[config.mk]
export PLATFORM = sky130hd
export DESIGN_NAME = uart_csr_fifo
export DESIGN_NICKNAME = d
export VERILOG_FILES = /design/src/rtl/uart_pkg.sv /design/src/rtl/uart_sync_fifo.sv /design/src/rtl/uart_csr_fifo.sv
export SDC_FILE = /design/constraint.sdc
export NUM_CORES = 1
export LEC_CHECK = 0
export ABC_AREA = 1
export CAP_MARGIN = 0
export CORE_MARGIN = 2
export CORE_UTILIZATION = 48
export CTS_CLUSTER_DIAMETER = 50
export DETAILED_ROUTE_END_ITERATION = 10
export MAX_ROUTING_LAYER = met4
export PLACE_DENSITY = 0.82
export SLEW_MARGIN = 25
export SYNTH_ARGS = -nofsm -noshare
export SYNTH_HDL_FRONTEND = slang
export SYNTH_SLANG_ARGS = --single-unit
[constraint.sdc]
create_clock -name clk -period 4 [get_ports clk]
set_clock_uncertainty 0.05 [all_clocks]
set_input_delay 0.8 -clock clk [delete_from_list [all_inputs] [get_ports clk]]
set_output_delay 0.8 -clock clk [all_outputs]
set_load 0.05 [all_outputs]
[src/rtl/uart_pkg.sv]
// Register map and bit-index constants shared by the UART CSR/FIFO front end.
package uart_pkg;

  typedef enum logic [2:0] {
    REG_TXDATA = 3'd0,
    REG_DVSR   = 3'd1,
    REG_CTRL   = 3'd2,
    REG_RXDATA = 3'd3,
    REG_STATUS = 3'd4,
    REG_IRQ_EN = 3'd5
  } reg_idx_e;

  localparam int unsigned CTRL_TX_EN = 0;
  localparam int unsigned CTRL_RX_EN = 1;
  localparam int unsigned CTRL_STOP2 = 2;

  localparam int unsigned ST_TX_EMPTY = 0;
  localparam int unsigned ST_TX_FULL  = 1;
  localparam int unsigned ST_RX_EMPTY = 2;
  localparam int unsigned ST_RX_FULL  = 3;
  localparam int unsigned ST_TX_DONE  = 4;
  localparam int unsigned ST_TX_OVF   = 5;
  localparam int unsigned ST_RX_OVF   = 6;

  localparam int unsigned IE_TX_EMPTY = 0;
  localparam int unsigned IE_TX_DONE  = 1;
  localparam int unsigned IE_RX_AVAIL = 2;
  localparam int unsigned IE_RX_OVF   = 3;
  localparam int unsigned IE_TX_OVF   = 4;

endpackage

[src/rtl/uart_sync_fifo.sv]
// Single-clock FIFO with show-ahead head; push while full is accepted only
// when a pop happens in the same cycle.
module uart_sync_fifo #(
  parameter int unsigned WIDTH = 8,
  parameter int unsigned DEPTH = 8
) (
  input  logic                         clk,
  input  logic                         rst,
  input  logic                         push,
  input  logic                         pop,
  input  logic [WIDTH-1:0]             wdata,
  output logic [WIDTH-1:0]             rdata,
  output logic                         full,
  output logic                         empty,
  output logic [$clog2(DEPTH+1)-1:0]   count
);

  localparam int unsigned PW = $clog2(DEPTH);
  localparam int unsigned CW = $clog2(DEPTH+1);

  logic [WIDTH-1:0] mem [DEPTH];
  logic [PW-1:0]    wr_ptr;
  logic [PW-1:0]    rd_ptr;
  logic             push_ok;
  logic             pop_ok;

  assign empty   = (count == '0);
  assign full    = (count == CW'(DEPTH));
  assign pop_ok  = pop && !empty;
  assign push_ok = push && (!full || pop_ok);
  assign rdata   = mem[rd_ptr];

  always_ff @(posedge clk) begin
    if (push_ok) mem[wr_ptr] <= wdata;
  end

  always_ff @(posedge clk) begin
    if (rst) begin
      wr_ptr <= '0;
      rd_ptr <= '0;
      count  <= '0;
    end else begin
      if (push_ok) wr_ptr <= wr_ptr + PW'(1);
      if (pop_ok)  rd_ptr <= rd_ptr + PW'(1);
      case ({push_ok, pop_ok})
        2'b10:   count <= count + CW'(1);
        2'b01:   count <= count - CW'(1);
        default: ;
      endcase
    end
  end

endmodule

[src/rtl/uart_csr_fifo.sv]
// UART register front end: TX/RX FIFOs, baud/frame control, sticky W1C
// status and per-source interrupt enables.
module uart_csr_fifo
  import uart_pkg::*;
#(
  parameter int unsigned DATA_W   = 8,
  parameter int unsigned DVSR_W   = 11,
  parameter int unsigned DVSR_RST = 651,
  parameter int unsigned TX_DEPTH = 8,
  parameter int unsigned RX_DEPTH = 8
) (
  input  logic              clk,
  input  logic              rst,
  input  logic              we,
  input  logic              re,
  input  logic [4:0]        addr,
  input  logic [31:0]       wdata,
  output logic [31:0]       rdata,
  output logic [DATA_W-1:0] tx_data,
  output logic              tx_valid,
  input  logic              tx_ready,
  input  logic              tx_done,
  input  logic [DATA_W-1:0] rx_data,
  input  logic              rx_valid,
  output logic [DVSR_W-1:0] dvsr,
  output logic              stop2,
  output logic              tx_irq,
  output logic              rx_irq
);

  localparam int unsigned TX_CW = $clog2(TX_DEPTH+1);
  localparam int unsigned RX_CW = $clog2(RX_DEPTH+1);

  logic [2:0]        word;
  logic              tx_en, rx_en, stop2_q;
  logic [4:0]        irq_en;
  logic [DVSR_W-1:0] dvsr_q;
  logic              tx_done_s, tx_ovf, rx_ovf;
  logic              tx_full, tx_empty, rx_full, rx_empty;
  logic [DATA_W-1:0] rx_head;
  logic [TX_CW-1:0]  tx_count;
  logic [RX_CW-1:0]  rx_count;
  logic              tx_push, tx_pop, rx_push, rx_pop, st_we;
  logic              unused_bits;

  assign word     = addr[4:2];
  assign tx_valid = tx_en && !tx_empty;
  assign tx_push  = we && (word == REG_TXDATA);
  assign tx_pop   = tx_valid && tx_ready;
  assign rx_push  = rx_valid && rx_en;
  assign rx_pop   = re && (word == REG_RXDATA) && !rx_empty;
  assign st_we    = we && (word == REG_STATUS);

  assign dvsr  = dvsr_q;
  assign stop2 = stop2_q;

  assign tx_irq = (irq_en[IE_TX_EMPTY] && tx_empty) ||
                  (irq_en[IE_TX_DONE]  && tx_done_s) ||
                  (irq_en[IE_TX_OVF]   && tx_ovf);
  assign rx_irq = (irq_en[IE_RX_AVAIL] && !rx_empty) ||
                  (irq_en[IE_RX_OVF]   && rx_ovf);

  assign unused_bits = ^{addr[1:0], wdata, tx_count, rx_count};

  uart_sync_fifo #(.WIDTH(DATA_W), .DEPTH(TX_DEPTH)) u_tx_fifo (
    .clk   (clk),
    .rst   (rst),
    .push  (tx_push),
    .pop   (tx_pop),
    .wdata (wdata[DATA_W-1:0]),
    .rdata (tx_data),
    .full  (tx_full),
    .empty (tx_empty),
    .count (tx_count)
  );

  uart_sync_fifo #(.WIDTH(DATA_W), .DEPTH(RX_DEPTH)) u_rx_fifo (
    .clk   (clk),
    .rst   (rst),
    .push  (rx_push),
    .pop   (rx_pop),
    .wdata (rx_data),
    .rdata (rx_head),
    .full  (rx_full),
    .empty (rx_empty),
    .count (rx_count)
  );

  always_ff @(posedge clk) begin
    if (rst) begin
      dvsr_q    <= DVSR_W'(DVSR_RST);
      tx_en     <= 1'b0;
      rx_en     <= 1'b0;
      stop2_q   <= 1'b0;
      irq_en    <= '0;
      tx_done_s <= 1'b0;
      tx_ovf    <= 1'b0;
      rx_ovf    <= 1'b0;
    end else begin
      if (we) begin
        case (word)
          REG_DVSR:   dvsr_q <= wdata[DVSR_W-1:0];
          REG_CTRL: begin
            tx_en   <= wdata[CTRL_TX_EN];
            rx_en   <= wdata[CTRL_RX_EN];
            stop2_q <= wdata[CTRL_STOP2];
          end
          REG_IRQ_EN: irq_en <= wdata[4:0];
          default:    ;
        endcase
      end
      // A new event in the same cycle as its W1C keeps the bit set.
      tx_done_s <= tx_done || (tx_done_s && !(st_we && wdata[ST_TX_DONE]));
      tx_ovf    <= (tx_push && tx_full && !tx_pop) ||
                   (tx_ovf && !(st_we && wdata[ST_TX_OVF]));
      rx_ovf    <= (rx_push && rx_full && !rx_pop) ||
                   (rx_ovf && !(st_we && wdata[ST_RX_OVF]));
    end
  end

  always_comb begin
    rdata = '0;
    case (word)
      REG_TXDATA: rdata[31] = tx_full;
      REG_DVSR:   rdata[DVSR_W-1:0] = dvsr_q;
      REG_CTRL: begin
        rdata[CTRL_TX_EN] = tx_en;
        rdata[CTRL_RX_EN] = rx_en;
        rdata[CTRL_STOP2] = stop2_q;
      end
      REG_RXDATA: begin
        rdata[31]          = rx_empty;
        rdata[DATA_W-1:0]  = rx_head;
      end
      REG_STATUS: begin
        rdata[ST_TX_EMPTY] = tx_empty;
        rdata[ST_TX_FULL]  = tx_full;
        rdata[ST_RX_EMPTY] = rx_empty;
        rdata[ST_RX_FULL]  = rx_full;
        rdata[ST_TX_DONE]  = tx_done_s;
        rdata[ST_TX_OVF]   = tx_ovf;
        rdata[ST_RX_OVF]   = rx_ovf;
      end
      REG_IRQ_EN: rdata[4:0] = irq_en;
      default:    ;
    endcase
  end

endmodule

==> results of run 1 <==
-- final cells by class --
class | instances | area [um2]
Clock buffer | 17 | 425
Clock inverter | 15 | 129
Sequential cell | 176 | 4800
Inverter | 58 | 218
Timing Repair Buffer | 89 | 848
Multi-Input combinational cell | 424 | 2260
Tap cell | 188 | 235
Fill cell | 1188 | 6290
-- metrics by stage --
step	instance area (um2)	std cells	power (mW)	hold slack, ns
final	8920	967	3.79	0.404
after CTS	8920	967	3.80	0.403
after detailed placement	8360	935	2.28	0.394
after global routing	8920	967	3.90	0.420
after floorplan	7530	701	2.19	0.376
after global placement	8360	935	2.27	0.388
-- path summary, 6_finish.rpt --
| path | from | end | slack [ns] | cells past startpoint |
|---|---|---|---|---|
| hold reg to reg | u_tx_fifo.rd_ptr[2] | u_tx_fifo.rd_ptr[2] | 0.40 | 1 |
| setup / recovery | flip-flop | tx_data[4] | 0.33 | 6 |
| hold / removal | u_tx_fifo.rd_ptr[2] | u_tx_fifo.rd_ptr[2] | 0.40 | 1 |
| setup reg to reg | u_rx_fifo.count[1] | u_rx_fifo.count[2] | 1.48 | 10 |
-- flip-flops by register name (all words and copies together) (netlist names), 4 cells and up, named ones only --
register	cells
u_tx_fifo.mem	64
u_rx_fifo.mem	64
irq_en	5
u_rx_fifo.count	4
dvsr	11
u_tx_fifo.count	4
-- layer usage --
metal  vias up  wire length [um]  share of wire, %
li1       2543                 -                 -
met4         0               379               2.3
met1      2520              6960                42
met2       247              7820                47
met5         -                 0                 0
met3        29              1420               8.6
-- kinds of logic after synthesis --
logic type	share of synthesized area, %
other	0.0503
adder cells (fa/ha/maj)	1.34
AO/OA/AOI/OAI	12.5
XOR/XNOR	0.587
buffers and inverters	6.34
flip-flops	64.4
AND/OR/NAND/NOR	12.8
multiplexers	2.01
-- placed cells by master, fill, tap and decap left out, types with 2 or more instances in the layout --
master           synthesis  final
edfxtp_1               128    128
nor2_1                 114    114
o21ai_0                 72     72
nand2_1                 53     53
clkdlybuf4s50_1          0     52
inv_1                   49     49
dfxtp_1                 48     48
a21oi_1                 35     35
buf_4                   21     33
nand3_1                 22     22
conb_1                   1     20
clkbuf_16                0     17
o221ai_1                16     16
mux2i_1                 15     15
o22ai_1                 10     10
a31oi_1                  8      8
ha_1                     8      8
inv_2                    7      7
nand2_2                  6      6
o211ai_1                 6      6
o21ai_1                  5      5
nor2_4                   4      4
clkinv_4                 0      4
inv_6                    0      4
buf_12                   0      4
nand4_1                  3      3
nor3_1                   3      3
xor2_1                   3      3
inv_8                    0      3
nand3_2                  2      2
nor2_2                   2      2
clkinv_1                 2      2
a221oi_1                 2      2
a22oi_1                  2      2
xnor2_1                  2      2
clkinv_2                 0      2
clkinvlp_4               0      2
-- power breakdown --
group          total [mW]  leakage, nW  internal (mW)  switching, mW
logic               0.259         1.37         0.0777          0.181
clock network        1.55        0.270          0.815          0.739
registers            1.98         1.54           1.97         0.0129
total                3.79         3.18           2.86          0.933
==> impl_metrics.toml, run 1 <==
[clocking]
cts_tree = "done"
cts_sinks = 176
clkLatencyLatePin_ns = 0.43
ctsResizeCount = 0
ctsHoldBuffers = 0
clk_pin_slew_ns = 0.07
postCtsSetupBuffers = 0
numCtsBuffers = 17
clk_path_buf_depth = 2
htreeDepth = 4
root_buffer = "clkbuf_16"

[run_status]
outcome = "complete, no violations"

[drt]
detail_route.first_pass.iterations = 5
routed_wl_um = 16600
postRouteAntennaNets = 0
via_count = 5339
drt-initial-drc-count = 755
drc_errors = 0
viasPerCell = 5.52
wl_per_cell_um = 17.1

[yosys]
synth_most_common_cell = "edfxtp_1"
synth_edf_count = 128
synth_top_area_share_pct = 51.5
synth-main-ff-cell = "edfxtp_1"
yosysWarnings = 0
ys_top_cells_by_count = "edfxtp_1, nor2_1, o21ai_0"
netlist_area_mm2 = 0.00746
netlist_top_cells_area = "edfxtp_1, dfxtp_1, nor2_1"
synth_cell_types = 44
async_flop_share_pct = 0
avgSynthCellArea_um2 = 10.9
synth_area_leader_cell = "edfxtp_1"
yosysSeqAreaShare_pct = 64.4
synthCells = 682
ys_ff_latch = 176

[worst_setup_path]
cp_slowest_cell = "clkdlybuf4s50_1"
worstPathCellList = "buf_4, o21ai_0, o22ai_1, nor2_1, a31oi_1, clkdlybuf4s50_1"
slowest_delay_ns = 0.85
end_kind = "primary output"
critPathMaxFanout = 17
crit_type = "reg -> out"
cp.buffers_inverters = 2
crit_family = "buffers and inverters"
cp.required_ns = 3.15
critPathArrivalTime_ns = 2.82
cp-start-kind = "flip-flop"

[timing]
slew_headroom_pct = 42.8
rsz0062_at_grt = "false"
finalSetupViolCount = 0
timing.final.ws_setup_ns = 0.328
fin_crit_ns = 3.67
hold_viol = 0
finalCritPeriodShare_pct = 91.8
slew_viol_final = 0
setup_tns_ns = 0
fmax_ghz = 0.272
worst_pin_slew_ns = 0.853

[grt]
grt_util_met1_pct = 28.3
grt-ovfl-total = 0
antenna_found_initial = 0
grt_max_degree = 33
grtUsageMet2_pct = 33.3
top_usage_layer = "met2"
grt_pass1_wl_um = 25700
grt_usage_pct = 21.5
grt_use_met3_pct = 4.53
grt_pass1_vias = 4921

[power]
ir_drop_mv = 0.412
p_per_area_mw_per_mm2 = 425
power.leakage_nw = 3.18

[cells_and_area]
final_util_pct = 58.7
diodes = 0
syn2layout_area_growth_pct = 19.5
fin_nets = 826
drive_gt1_share_pct = 12.2

[floorplanning]
rows = 45
die_x_um = 129
core_area_mm2 = 0.0152
io_pins = 107
die-height_um = 129
dieArea_mm2 = 0.0166
initial_core_util_pct = 49.1

[placed_design]
place_ws_ns = 0.400
routabilityCongestion = 0.911
portBuffers = 63
dp_hpwl_um = 11200

[flow_run]
cap_violations = 0

[hold_path]
holdCritPathClass = "reg -> reg"
Power figures use the tool's default switching activity.
==> run 2: changes to the inputs <==
- HOLD_SLACK_MARGIN: default -> 0.12
==> results of run 2 <==
Same layout as run 1: the final DEF is identical, and so are final timing and power.
